**config.mk**
```make
export PLATFORM = sky130hd
export DESIGN_NAME = sipo_rx_ctrl
export DESIGN_NICKNAME = d
export VERILOG_FILES = /design/src/rtl/sipo_pkg.sv /design/src/rtl/sipo_shift_reg.sv /design/src/rtl/sipo_rx_ctrl.sv
export SDC_FILE = /design/constraint.sdc
export NUM_CORES = 1
export LEC_CHECK = 0
export CAP_MARGIN = 20
export CORE_MARGIN = 3
export CORE_UTILIZATION = 54
export DETAILED_ROUTE_END_ITERATION = 8
export GPL_ROUTABILITY_DRIVEN = 1
export PLACE_DENSITY = 0.8
export REMOVE_ABC_BUFFERS = 1
export SLEW_MARGIN = 15
export SYNTH_ARGS = -nofsm -noshare
export SYNTH_HDL_FRONTEND = slang
export SYNTH_SLANG_ARGS = --single-unit
```
**constraint.sdc**
```tcl
create_clock -name clk -period 6.3 [get_ports clk]
set_input_delay 1.26 -clock clk [delete_from_list [all_inputs] [get_ports clk]]
set_output_delay 1.26 -clock clk [all_outputs]
set_load 0.02 [all_outputs]
```
**src/rtl/sipo_pkg.sv**
```systemverilog
// Shared types and constants for the serial-in/parallel-out receiver.
package sipo_pkg;

    typedef enum logic [1:0] {
        S_IDLE   = 2'd0,
        S_SHIFT  = 2'd1,
        S_PARITY = 2'd2,
        S_HOLD   = 2'd3
    } state_t;

    localparam int DEF_WIDTH = 8;

    // Bit counter must be able to hold the value WIDTH itself.
    function automatic int cnt_w(input int w);
        return $clog2(w + 1);
    endfunction

endpackage

```
**src/rtl/sipo_shift_reg.sv**
```systemverilog
// Serial shift datapath: synchronous clear, then shift in one bit per enable.
module sipo_shift_reg #(
    parameter int WIDTH     = 8,
    parameter int MSB_FIRST = 1
) (
    input  logic             clk,
    input  logic             rst,
    input  logic             clr,
    input  logic             shift_en,
    input  logic             s_in,
    output logic [WIDTH-1:0] q
);

    logic [WIDTH-1:0] r_q;

    always_ff @(posedge clk or negedge rst) begin
        if (!rst) begin
            r_q <= '0;
        end else if (clr) begin
            r_q <= '0;
        end else if (shift_en) begin
            if (MSB_FIRST != 0)
                r_q <= {r_q[WIDTH-2:0], s_in};
            else
                r_q <= {s_in, r_q[WIDTH-1:1]};
        end
    end

    assign q = r_q;

endmodule

```
**src/rtl/sipo_rx_ctrl.sv**
```systemverilog
// Serial word receiver: FSM, bit counter, parity accumulator and
// registered valid/ready output stage around sipo_shift_reg.
module sipo_rx_ctrl
    import sipo_pkg::*;
#(
    parameter int WIDTH     = DEF_WIDTH,
    parameter int MSB_FIRST = 1,
    parameter int PARITY_EN = 0
) (
    input  logic             clk,
    input  logic             rst,
    input  logic             start,
    input  logic             s_in,
    input  logic             abort,
    output logic [WIDTH-1:0] data_out,
    output logic             out_valid,
    input  logic             out_ready,
    output logic             parity_err,
    output logic             busy,
    output logic             overrun
);

    localparam int CW = cnt_w(WIDTH);

    state_t           r_state;
    state_t           w_next;
    logic [CW-1:0]    r_cnt;
    logic             r_par;
    logic [WIDTH-1:0] r_data;
    logic             r_valid;
    logic             r_perr;
    logic             r_busy;
    logic             r_ovr;

    logic             w_clr;
    logic             w_shift;
    logic             w_ovr;
    logic [WIDTH-1:0] w_q;
    logic [WIDTH-1:0] w_q_next;

    sipo_shift_reg #(
        .WIDTH     (WIDTH),
        .MSB_FIRST (MSB_FIRST)
    ) u_sr (
        .clk      (clk),
        .rst      (rst),
        .clr      (w_clr),
        .shift_en (w_shift),
        .s_in     (s_in),
        .q        (w_q)
    );

    // Word as it will look after this edge's shift; lets data_out load
    // on the same edge that samples the last data bit.
    assign w_q_next = (MSB_FIRST != 0) ? {w_q[WIDTH-2:0], s_in}
                                       : {s_in, w_q[WIDTH-1:1]};

    always_comb begin
        w_next  = r_state;
        w_clr   = 1'b0;
        w_shift = 1'b0;
        w_ovr   = 1'b0;
        if (abort) begin
            w_next = S_IDLE;
        end else begin
            unique case (r_state)
                S_IDLE: begin
                    if (start) begin
                        w_next = S_SHIFT;
                        w_clr  = 1'b1;
                    end
                end
                S_SHIFT: begin
                    w_shift = 1'b1;
                    w_ovr   = start;
                    if (r_cnt == CW'(WIDTH - 1)) begin
                        if (PARITY_EN != 0)
                            w_next = S_PARITY;
                        else
                            w_next = S_HOLD;
                    end
                end
                S_PARITY: begin
                    w_ovr  = start;
                    w_next = S_HOLD;
                end
                S_HOLD: begin
                    if (out_ready) begin
                        if (start) begin
                            w_next = S_SHIFT;
                            w_clr  = 1'b1;
                        end else begin
                            w_next = S_IDLE;
                        end
                    end else begin
                        w_ovr = start;
                    end
                end
                default: w_next = S_IDLE;
            endcase
        end
    end

    always_ff @(posedge clk or negedge rst) begin
        if (!rst) begin
            r_state <= S_IDLE;
            r_cnt   <= '0;
            r_par   <= 1'b0;
            r_data  <= '0;
            r_valid <= 1'b0;
            r_perr  <= 1'b0;
            r_busy  <= 1'b0;
            r_ovr   <= 1'b0;
        end else begin
            r_state <= w_next;
            r_valid <= (w_next == S_HOLD);
            r_busy  <= (w_next == S_SHIFT) || (w_next == S_PARITY);
            r_ovr   <= w_ovr;
            if (abort || w_clr)
                r_cnt <= '0;
            else if (w_shift)
                r_cnt <= r_cnt + CW'(1);
            if (w_clr)
                r_par <= 1'b0;
            else if (w_shift)
                r_par <= r_par ^ s_in;
            if (r_state == S_SHIFT && w_next == S_HOLD) begin
                r_data <= w_q_next;
                r_perr <= 1'b0;
            end else if (r_state == S_PARITY && w_next == S_HOLD) begin
                r_data <= w_q;
                r_perr <= (PARITY_EN != 0) && (r_par ^ s_in);
            end
        end
    end

    assign data_out   = r_data;
    assign out_valid  = r_valid;
    assign parity_err = r_perr;
    assign busy       = r_busy;
    assign overrun    = r_ovr;

endmodule

```
==> Flow_metrics.wiki <==
{| class="wikitable"
! Metric !! Value
|-
| Launch point of the worst reg-to-reg path || r_state[1]$_DFF_PN0_
|-
| TritonCTS clock tree || done
|-
| Clock slew at reported path FFs || 0.13 ns
|-
| Nature of the critical path endpoint || register
|-
| Routed WL per cell || roughly 15 um
|-
| H-Tree Depth || 1
|-
| Most instantiated cells after synthesis || 25 x dfrtp_1, 18 x a21oi_1, 18 x nand2_1, 9 x o21ai_0
|-
| Largest net degree at the start of global routing || 26
|-
| Met2 layer wire length in the routed design || about 1200 um
|-
| Tmin final || roughly 3.4 ns
|-
| Vias in the first global route || ~900
|-
| Worst setup path startpoint || out_ready
|-
| Post-Route Utilization || between 60 and 70%
|-
| Detailed-route vias per instance || 5.64
|-
| Outcome || completed
|-
| Drt first pass iters || 4
|-
| Least-Margin Pin Slew || around 0.60 ns
|-
| Max-cap check violation count || 0
|-
| Setup repair after global routing missed its margin || no
|-
| Clock power frac || 12.5%
|-
| Sum of overflow across all layers after global routing || 0
|-
| Switching part of the total || between 40% and 50%
|-
| Gate Count Post-Synth || 132
|-
| Highest metal used || met4
|-
| Layout cell share with drive strength beyond 1 || 4.86%
|-
| Maximum resistive drop on vdd || 0.260 mV
|-
| Max frequency || just under 300 MHz
|-
| CTS Hold Buffers Added || 0
|-
| Async set or reset register ratio after synthesis || 100%
|-
| Leading cell types by total area after synthesis || dfrtp_1 48%, ha_1 7.7%, a21oi_1 6.9%
|-
| Portion of total power attributed to combinational logic || a little under half
|-
| Final max-slew violation count || 0
|-
| Logic depth of the worst register-to-register path || 9
|-
| Core area || 0.00225 mm^2
|-
| Kind of start point of the critical path || input pin
|-
| Synthesis-stage register bit count || 25
|-
| Synthesized area || around 0.0013 mm^2
|-
| Routed WL || about 2500 um
|-
| Count of cell types in the netlist || 28
|-
| Num CTS Buffers || 3
|-
| Syn Area/Cell || just under 10 um^2
|-
| Die X || 55.0 um
|-
| Routability congestion estimate from global placement || between 0.7 and 0.8
|-
| Clock latency at the later pin of the worst-skew pair || ~0.31 ns
|-
| Global router's overall resource usage || 19.4%
|-
| Power density over cell area || about 380 mW/mm^2
|-
| Portion of synthesized cell area occupied by the leading cell type || roughly 48%
|-
| Data required time at the worst endpoint || ~6.5 ns
|-
| Routed vias || 970
|-
| DR DRC count || 0
|-
| Yosys top cell by area || dfrtp_1
|-
| Hold path startpoint || r_cnt[3]$_DFFE_PN0P_
|-
| Cell at the root of the clock tree || clkbuf_4
|-
| Port buffer count || 16
|-
| Initial standard-cell utilization of the core || a little under three fifths
|-
| Static leakage || 0.000618 uW
|-
| Classification of the worst setup path || in2reg
|-
| Terminus of the critical flop-to-flop path || data_out[4]$_DFFE_PN0P_
|-
| Wire length of the first global-routing pass || ~4200 um
|-
| Total number of nets in the final design || 159
|-
| Switching power of the nets || 228 uW
|-
| Top-level I/O count || 18
|-
| Number of synthesized flops with an enable pin || 0
|-
| Storage cell area || about 630 um^2
|-
| Routed wl met3 || about 110 um
|-
| Number of endpoints failing setup at the final stage || 0
|-
| Die area || between 0.003 and 0.004 mm^2
|-
| Setup TNS || 0 ns
|-
| Slack of the worst reg-to-reg path || 3.28 ns
|-
| Height of the die || roughly 55 um
|-
| Antenna violations before repair || 0
|-
| First-iteration detailed-routing DRC count || 22
|-
| Worst hold path type || reg2reg
|-
| Placed wire-length estimate after detailed placement || around 1800 um
|-
| Maximum root-to-sink buffer count || 2
|-
| Routed met1 length || 1170 um
|-
| Worst slew slack as a fraction of its limit || between 60% and 70%
|-
| Final hold violation count || 0
|-
| Share of power burned in registers || between 40% and 50%
|-
| Worst Path Max Fanout || 18
|-
| Worst hold path depth || 2
|-
| Quantity of gates resized following cts || 0
|-
| Arrival time at the worst endpoint || roughly 3.6 ns
|-
| Multi-input gate area || between 600 and 700 um^2
|-
| Total of fill cells in the finished design || around 190
|-
| Layout-stage area growth over the synthesis result || 13.3%
|-
| Antenna diode count || 0
|-
| Destination of the worst hold path || r_cnt[3]$_DFFE_PN0P_
|-
| Setup Skew || ~0.0024 ns
|-
| Internal power component || 330 uW
|-
| Top-count cell post-synth || dfrtp_1
|-
| Main synth FF type || dfrtp_1
|-
| Number of warning messages in the yosys log || 0
|-
| Count of buffers added by post-CTS timing repair for setup || 0
|-
| Sequential fraction of the synthesis area || 48.2%
|-
| Post-detailed-route count of antenna-violating nets || 0
|-
| Std-Cell Rows || 17
|-
| TritonCTS Sinks || 25
|-
| Final period util || a little over half
|}
==> stage by stage <==
| step | instances | total power (uW) | hold slack (ns) | cell area [um^2] | worst slack [ns] |
|---|---|---|---|---|---|
| 3_5_place_dp | 168 | 490 | 0.526 | 1450 | 2.61 |
| 5_1_grt | 172 | 605 | 0.596 | 1470 | 2.78 |
| 3_3_place_gp | 168 | 480 | 0.506 | 1450 | 2.70 |
| 2_1_floorplan | 124 | 410 | 0.495 | 1250 | 3.44 |
| 4_1_cts | 172 | 560 | 0.565 | 1480 | 2.93 |
| 6_report | 172 | 558 | 0.563 | 1470 | 2.92 |
==> metal layers <==
layer / vias to the layer above / track usage [%]
li1: 483 / -
met1: 464 / 26.3
met2: 21 / 31.1
met3: 2 / 4.83
met4: 0 / 4.86
met5: - / 0
==> worst max-delay path, cell delays in order <==
cell and delay (ns):
clkdlybuf4s50_1 0.54, mux2_4 0.33, a2111oi_4 0.33, a211oi_1 0.10, ha_1 0.41, nand2_1 0.31, o22ai_1 0.14, a21oi_1 0.18
==> cells in the final DEF (no fill, tap or decap), types with 4 or more instances in the layout <==
cell type,Yosys,layout
ha_1,8,8
o21ai_0,9,9
dfrtp_1,25,25
nand3b_1,8,8
inv_1,4,4
o22ai_1,8,8
nor2_1,5,5
a21oi_1,18,18
nand2_1,18,18
nand2b_1,4,4
clkdlybuf4s50_1,0,15
==> how the worst max path moves through the flow <==
stage                               to  slack, ns  depth (start not counted)
6_report       data_out[4]$_DFFE_PN0P_       2.92                          8
5_1_grt        data_out[4]$_DFFE_PN0P_       2.78                          8
4_1_cts        data_out[4]$_DFFE_PN0P_       2.93                          8
3_5_place_dp   data_out[4]$_DFFE_PN0P_       2.61                          8
3_3_place_gp   data_out[6]$_DFFE_PN0P_       2.70                          8
2_1_floorplan  data_out[0]$_DFFE_PN0P_       3.44                          7
==> sequential cells by signal, summed over array words and instances (netlist names) <==
name and cells:
data_out 8, u_sr.q 8, r_cnt 4, r_state 2, busy 1, out_valid 1, overrun 1
==> power groups by stage <==
stage / clock network [uW] / registers [uW] / logic, uW
final: 69.8 / 232 / 256
after global routing: 81.9 / 238 / 286
after CTS: 71.7 / 231 / 257
after detailed placement: 0 / 235 / 255
after global placement: 0 / 232 / 247
after floorplan: 0 / 245 / 165
==> kinds of logic (layout without fill, tap and decap cells) <==
kind of cell    Yosys count  count (layout)  synth area share [%]
buf+inv                  12              24                  4.53
fa+ha+maj                 8               8                  7.71
other cells               1               1                 0.289
mux                       2               2                  1.93
xor+xnor                  3               3                  2.03
flops                    25              25                  48.2
simple gates             42              42                  17.1
compound gates           39              39                  18.2
==> area by class of cell <==
cell class / count / share of cell area, %
well taps: 28 / 2.38
inverters: 4 / 1.02
repair buffers: 16 / 10.6
multi-input cells: 95 / 41.7
clock buffers: 4 / 1.79
flip-flops and latches: 25 / 42.6
Power figures use the tool's default switching activity.
==> edit 1 (same settings) <==
Set the package constant `DEF_WIDTH` to 9 (it was 8).
--- a/src/rtl/sipo_pkg.sv
+++ b/src/rtl/sipo_pkg.sv
@@ -10,3 +10,3 @@
 
-    localparam int DEF_WIDTH = 8;
+    localparam int DEF_WIDTH = 9;
 
Interface: changed (resized data_out); port bits go from 18 to 19. No check against the original RTL was run, so the function may have changed too.
==> edit 1 against the unedited design <==
- count of clock-buffer cells in the layout fell by 1
- worst setup slack improved by 290 ps
- die area increased by 4.0%
- sequential cell count up 2
- wire length grew 2.4%
- cell area grew 5.8%
- register-to-register slack gained 320 ps
- largest cell class unchanged
- critical endpoint is now data_out[6]
- core utilization up 2.5 points
- non-clock buffer count is 2 higher
- area after synthesis increased by 4.5%
- clock skew increased by 3.5 ps
- maximum frequency is 9.2% higher
Power is not compared: it rests on default switching activity, and its combinational part moved more than twofold at a synthesized area within 25%.
==> edit 1: results (changes against the unedited design) <==
| Metric | Value |
|---|---|
| H-tree level count | `1 (unchanged)` |
| CTS Buf Count | `3 (unchanged)` |
| Via/cell ratio | `5.88 (+4.2%)` |
| TritonRoute pass-1 iters | `5 (+1)` |
| Netlist cell types | `32 (+14%)` |
| LEAKAGE | `0.688 nW` |
| Worst rel slew slack | `52.1% (-8.0 points)` |
| Top post-synthesis cells by count | `dfrtp_1 (27), nand2_1 (19), a22o_1 (18)` |
| RD Place Congestion | `0.769 (+1.8%)` |
| Clock latency on the worst-skew pair | `320 ps` |
| CP peak stage delay | `550 ps` |
| Worst Hold End | `data_out[8]` |
| Post-DR wirelength/cell | `15.2 um (+4.8%)` |
| Met2 Use GR | `28.4% (-2.7 points)` |
| Cell family contributing the most delay on the critical path | `compound AO/OA/AOI/OAI gates` |
| HPWL Detailed | `1950 um (+5.7%)` |
| Met1 Resource Use GR | `23.7% (-2.6 points)` |
| Top cells by area, synth | `dfrtp_1 (50%), a22o_1 (12%), ha_1 (7.4%)` |
| Clock Tree Root | `clkbuf_4` |
| Ratio of cells with drive above 1 in the final layout | `6.43% (+1.6 points)` |
| Share of flip-flops with an asynchronous set or reset | `100% (unchanged)` |
| # Max-Cap Violations | `0 (unchanged)` |
| First-pass GRT wire length | `4430 um (+6.6%)` |
| Initial drt markers | `41 (+86%)` |
| CP arrival | `3310 ps (-300 ps)` |
| CTS-repair resized insts | `0 (unchanged)` |
| Reg2Reg Depth | `7 (-2)` |
| Final nets | `155 (-2.5%)` |
| RR Endpoint | `data_out[6]` |
| Setup Skew | `5.87 ps (+3.46 ps)` |
| Outcome | `completed` |
| All-Layer GR Usage | `17.5% (-1.9 points)` |
| Reg-to-reg setup timing slack | `3600 ps (+320 ps)` |
| Port-buffer cells | `17 (+1)` |
| Max IR drop VDD | `0.115 mV` |
| Hold Path Depth | `1 (-1)` |
| Yosys warns | `0 (unchanged)` |
| Pin count of the biggest net entering global routing | `19 (-27%)` |
| Sequential-to-total area share from yosys stat | `49.8% (+1.6 points)` |
| Clock transition at the registers of the reported paths | `150 ps (+20 ps)` |
| Vias in the first global route | `960 (+6.9%)` |
| Hold path start | `data_out[8]` |
| CP Max Fanout | `11 (-7)` |
| Hold crit path type | `reg -> reg` |
| Met3 Use GR | `3.02% (-1.8 points)` |
| Top FF cell, synth | `dfrtp_1` |
-- edit 1: cell types whose count changed in the layout (fill, tap and decap cells not counted), moves of 7 or more --
cell      unedited run  this run
a21oi_1             18        10
a22o_1               0        18
o22ai_1              8         0
o21ai_0              9         2
nand3b_1             8         0
-- edit 1: cell type report --
cell class,instances,area [um^2]
Clock buffer,3,22.5
Clock inverter,1,5.00
Tap cell,28,35.0
Multi-Input combinational cell,87,604
Sequential cell,27,676
Timing Repair Buffer,18,198
Fill cell,181,742
Inverter,4,15.0
-- edit 1: worst max-delay path by stage --
stage	slack, ps	start	endpoint	cells past startpoint
after floorplan	3760	start	data_out[0]	6
after detailed placement	2870	abort	data_out[6]	7
final	3210	abort	data_out[6]	7
after global routing	3090	abort	data_out[7]	7
after global placement	3040	abort	data_out[7]	7
after CTS	3220	abort	data_out[6]	7
-- edit 1: routing by layer --
layer  share of wire [%]  vias up
li1                    -      468
met5                   0        -
met3                 6.1        4
met4                 1.4        0
met1                  45      475
met2                  48       40
-- edit 1: cell families (layout without fill, tap and decap cells) --
family | after synthesis | after routing | synth area share (%)
adder cells (fa/ha/maj) | 8 | 8 | 7.38
XOR/XNOR | 3 | 3 | 1.94
buffers and inverters | 11 | 26 | 5.63
flip-flops | 27 | 27 | 49.8
AO/OA/AOI/OAI | 38 | 38 | 20.2
other | 1 | 1 | 0.276
AND/OR/NAND/NOR | 35 | 35 | 13.2
multiplexers | 2 | 2 | 1.57
-- edit 1: report_power, final --
group	leakage (nW)	switching (W)	internal, W	total (W)
clock network	0.0177	0.0000509	0.0000238	0.0000747
logic	0.297	0.0000210	0.0000141	0.0000352
registers	0.373	0.00000452	0.000178	0.000182
-- edit 1: per-stage QoR --
stage / instances / hold slack [ps] / setup slack [ps] / total power, W / cell area (um^2)
floorplan: 118 / 502 / 3760 / 0.000204 / 1290
global placement: 163 / 488 / 3040 / 0.000217 / 1500
detailed placement: 164 / 496 / 2870 / 0.000221 / 1530
CTS: 168 / 528 / 3220 / 0.000293 / 1560
global route: 168 / 549 / 3090 / 0.000306 / 1560
finish: 168 / 527 / 3210 / 0.000292 / 1560
-- edit 1: worst reg2reg max path, delay by kind of cell, from the launching register on --
family / cells / cell delay (ps)
compound gates: 3 / 760
fa+ha+maj: 2 / 1080
buf+inv: 1 / 160
flops: 1 / 490
simple gates: 1 / 110
==> edit 2 (config.mk and constraints unchanged) <==
Without the edit above. Re-encode `state_t` (4 states) as one-hot, 4 bits wide.
--- a/src/rtl/sipo_pkg.sv
+++ b/src/rtl/sipo_pkg.sv
@@ -3,7 +3,7 @@
 
-    typedef enum logic [1:0] {
-        S_IDLE   = 2'd0,
-        S_SHIFT  = 2'd1,
-        S_PARITY = 2'd2,
-        S_HOLD   = 2'd3
+    typedef enum logic [3:0] {
+        S_IDLE   = 4'b0001,
+        S_SHIFT  = 4'b0010,
+        S_PARITY = 4'b0100,
+        S_HOLD   = 4'b1000
     } state_t;
Check against the original RTL: same outputs for any inputs over 10 cycles, from zero or initial values and one cycle with rst low; not proved beyond that.
==> edit 2 against the unedited design <==
- critical endpoint is now data_out[6]
- wire length decreased by 4.0%
- cell area grew 2.9%
- register-to-register slack gained 860 ps
- sequential cell count increased by 2
- global-route usage is 2.3 points lower
- area after synthesis up 2.1%
- maximum frequency grew 31%
- worst setup slack better by 790 ps
Power is not compared: it rests on default switching activity, and its combinational part moved more than twofold at a synthesized area within 25%.
==> edit 2: results (changes against the unedited design) <==
| Metric | Value |
|---|---|
| Actual slew at the worst max-slew pin | `1070 ps (+469 ps)` |
| Outcome | `completed` |
| Initial drt markers | `30 (+36%)` |
| Netlist cell types | `37 (+32%)` |
| Cell family contributing the most delay on the critical path | `buffers and inverters` |
| Final nets | `141 (-11%)` |
| HPWL Detailed | `1730 um (-5.8%)` |
| TritonRoute pass-1 iters | `5 (+1)` |
| N_diodes | `0 (unchanged)` |
| Min Hold Slack | `519 ps (-43.2 ps)` |
| Vias in the first global route | `888 (-1.1%)` |
| H-tree level count | `1 (unchanged)` |
| Worst setup path endpoint | `data_out[6]` |
| Filler Cell Count | `195 (+1.0%)` |
| Worst Setup SP | `data_out[6]` |
| CP Max Fanout | `2 (-16)` |
| Post-synthesis mux area share | `5.29% (+3.4 points)` |
| Reg2Reg Depth | `4 (-5)` |
| Design area | `1510 um^2 (+2.9%)` |
| CTS tree | `done` |
| CTS-repair resized insts | `0 (unchanged)` |
| Share of flip-flops with an asynchronous set or reset | `100% (unchanged)` |
| All-Layer GR Usage | `17.1% (-2.3 points)` |
| Clock transition at the registers of the reported paths | `140 ps` |
| First-pass GRT wire length | `4190 um (+0.84%)` |
| Synth Area in Compound Gates | `18.1% (-0.095 points)` |
| Via count | `923 (-4.8%)` |
| Pre-CTS WS | `3620 ps (+1010 ps)` |
| Max IR drop VDD | `0.179 mV` |
| RR Endpoint | `out_valid` |
| Post-Synth Adder-Cell Area | `0.944% (-6.8 points)` |
| Pin count of the biggest net entering global routing | `19 (-27%)` |
| Post-synth EDFFs | `0 (unchanged)` |
| R2R Path Start | `r_state[2]` |
| Total wire length | `2400 um (-4.0%)` |
| CP peak stage delay | `610 ps (+70 ps)` |
| Share of the synthesized area in the top cell type | `49.1% (+0.89 points)` |
| Sequential-to-total area share from yosys stat | `51.1% (+2.9 points)` |
| Setup Skew | `6.76 ps (+4.35 ps)` |
| Total net switching power | `0.000119 W` |
| Clock Tree Root | `clkbuf_4` |
| Ratio of cells with drive above 1 in the final layout | `15.0% (+10 points)` |
| Top post-synthesis cells by count | `dfrtp_1 (26), nor2_1 (12), a21oi_2 (8)` |
| Reg-to-reg setup timing slack | `4140 ps (+860 ps)` |
| Yosys warns | `0 (unchanged)` |
| Top FF cell, synth | `dfrtp_1` |
| RD Place Congestion | `0.776 (+2.8%)` |
| Final worst-path setup slack | `3720 ps (+793 ps)` |
| XOR/XNOR Fraction of Synth Area | `3.31% (+1.3 points)` |
| Top cells by area, synth | `dfrtp_1 (49%), a21oi_2 (5.3%), mux2i_1 (5.3%)` |
-- edit 2: cell count changes in the layout (fill, tap and decap cells not counted), sizes merged, moves of 6 or more --
cell / delta
o21ai: -8
nand2: -11
nor2: +9
o22ai: -8
mux2i: +6
a22o: +7
ha: -7
-- edit 2: final cells by class --
type,instances,share of cell area [%]
tap,28,2.32
clock inverter,1,0.331
inverter,1,0.248
sequential,27,44.7
multi-input combinational,84,39.3
timing repair buffer,17,11.6
clock buffer,3,1.49
-- edit 2: worst reg2reg max path: cells and delay by family, from the launching register on --
kind               cells  cell delay (ps)
and+or+nand+nor        1              960
AOI/OAI and AO/OA      3              590
DFF                    1              530
-- edit 2: per-layer routing --
layer  global-route usage, %  wire, um
met1                    24.4      1120
met5                       0         0
met4                    6.94        39
met3                    3.50       135
met2                    25.3      1100
-- edit 2: power by group through the flow --
stage / Sequential, W / Clock [W] / Combinational [W]
finish: 0.000207 / 0.0000745 / 0.000108
global route: 0.000209 / 0.0000840 / 0.000117
CTS: 0.000207 / 0.0000784 / 0.000109
detailed placement: 0.000210 / 0 / 0.000109
global placement: 0.000209 / 0 / 0.000106
floorplan: 0.000232 / 0 / 0.0000339
-- edit 2: worst min path at each step --
stage	start	end	cells past startpoint
6_report	u_sr.q[7]	u_sr.q[7]	1
5_1_grt	u_sr.q[7]	u_sr.q[7]	1
4_1_cts	u_sr.q[7]	u_sr.q[7]	1
3_5_place_dp	u_sr.q[7]	u_sr.q[7]	1
3_3_place_gp	u_sr.q[7]	u_sr.q[7]	1
2_1_floorplan	u_sr.q[7]	u_sr.q[7]	1
-- edit 2: stage by stage --
step,instances,total power [W]
global placement,156,0.000315
CTS,161,0.000394
global route,161,0.000410
floorplan,112,0.000266
finish,161,0.000389
detailed placement,157,0.000319
-- edit 2: logic make-up (layout without fill, tap and decap cells) --
| kind of cell | after synthesis | after routing |
|---|---|---|
| AND/OR/NAND/NOR | 39 | 39 |
| AO/OA/AOI/OAI | 30 | 30 |
| flip-flops | 27 | 27 |
| multiplexers | 7 | 7 |
| buffers and inverters | 7 | 22 |
| XOR/XNOR | 5 | 5 |
| adder cells (fa/ha/maj) | 1 | 1 |
| other | 1 | 2 |
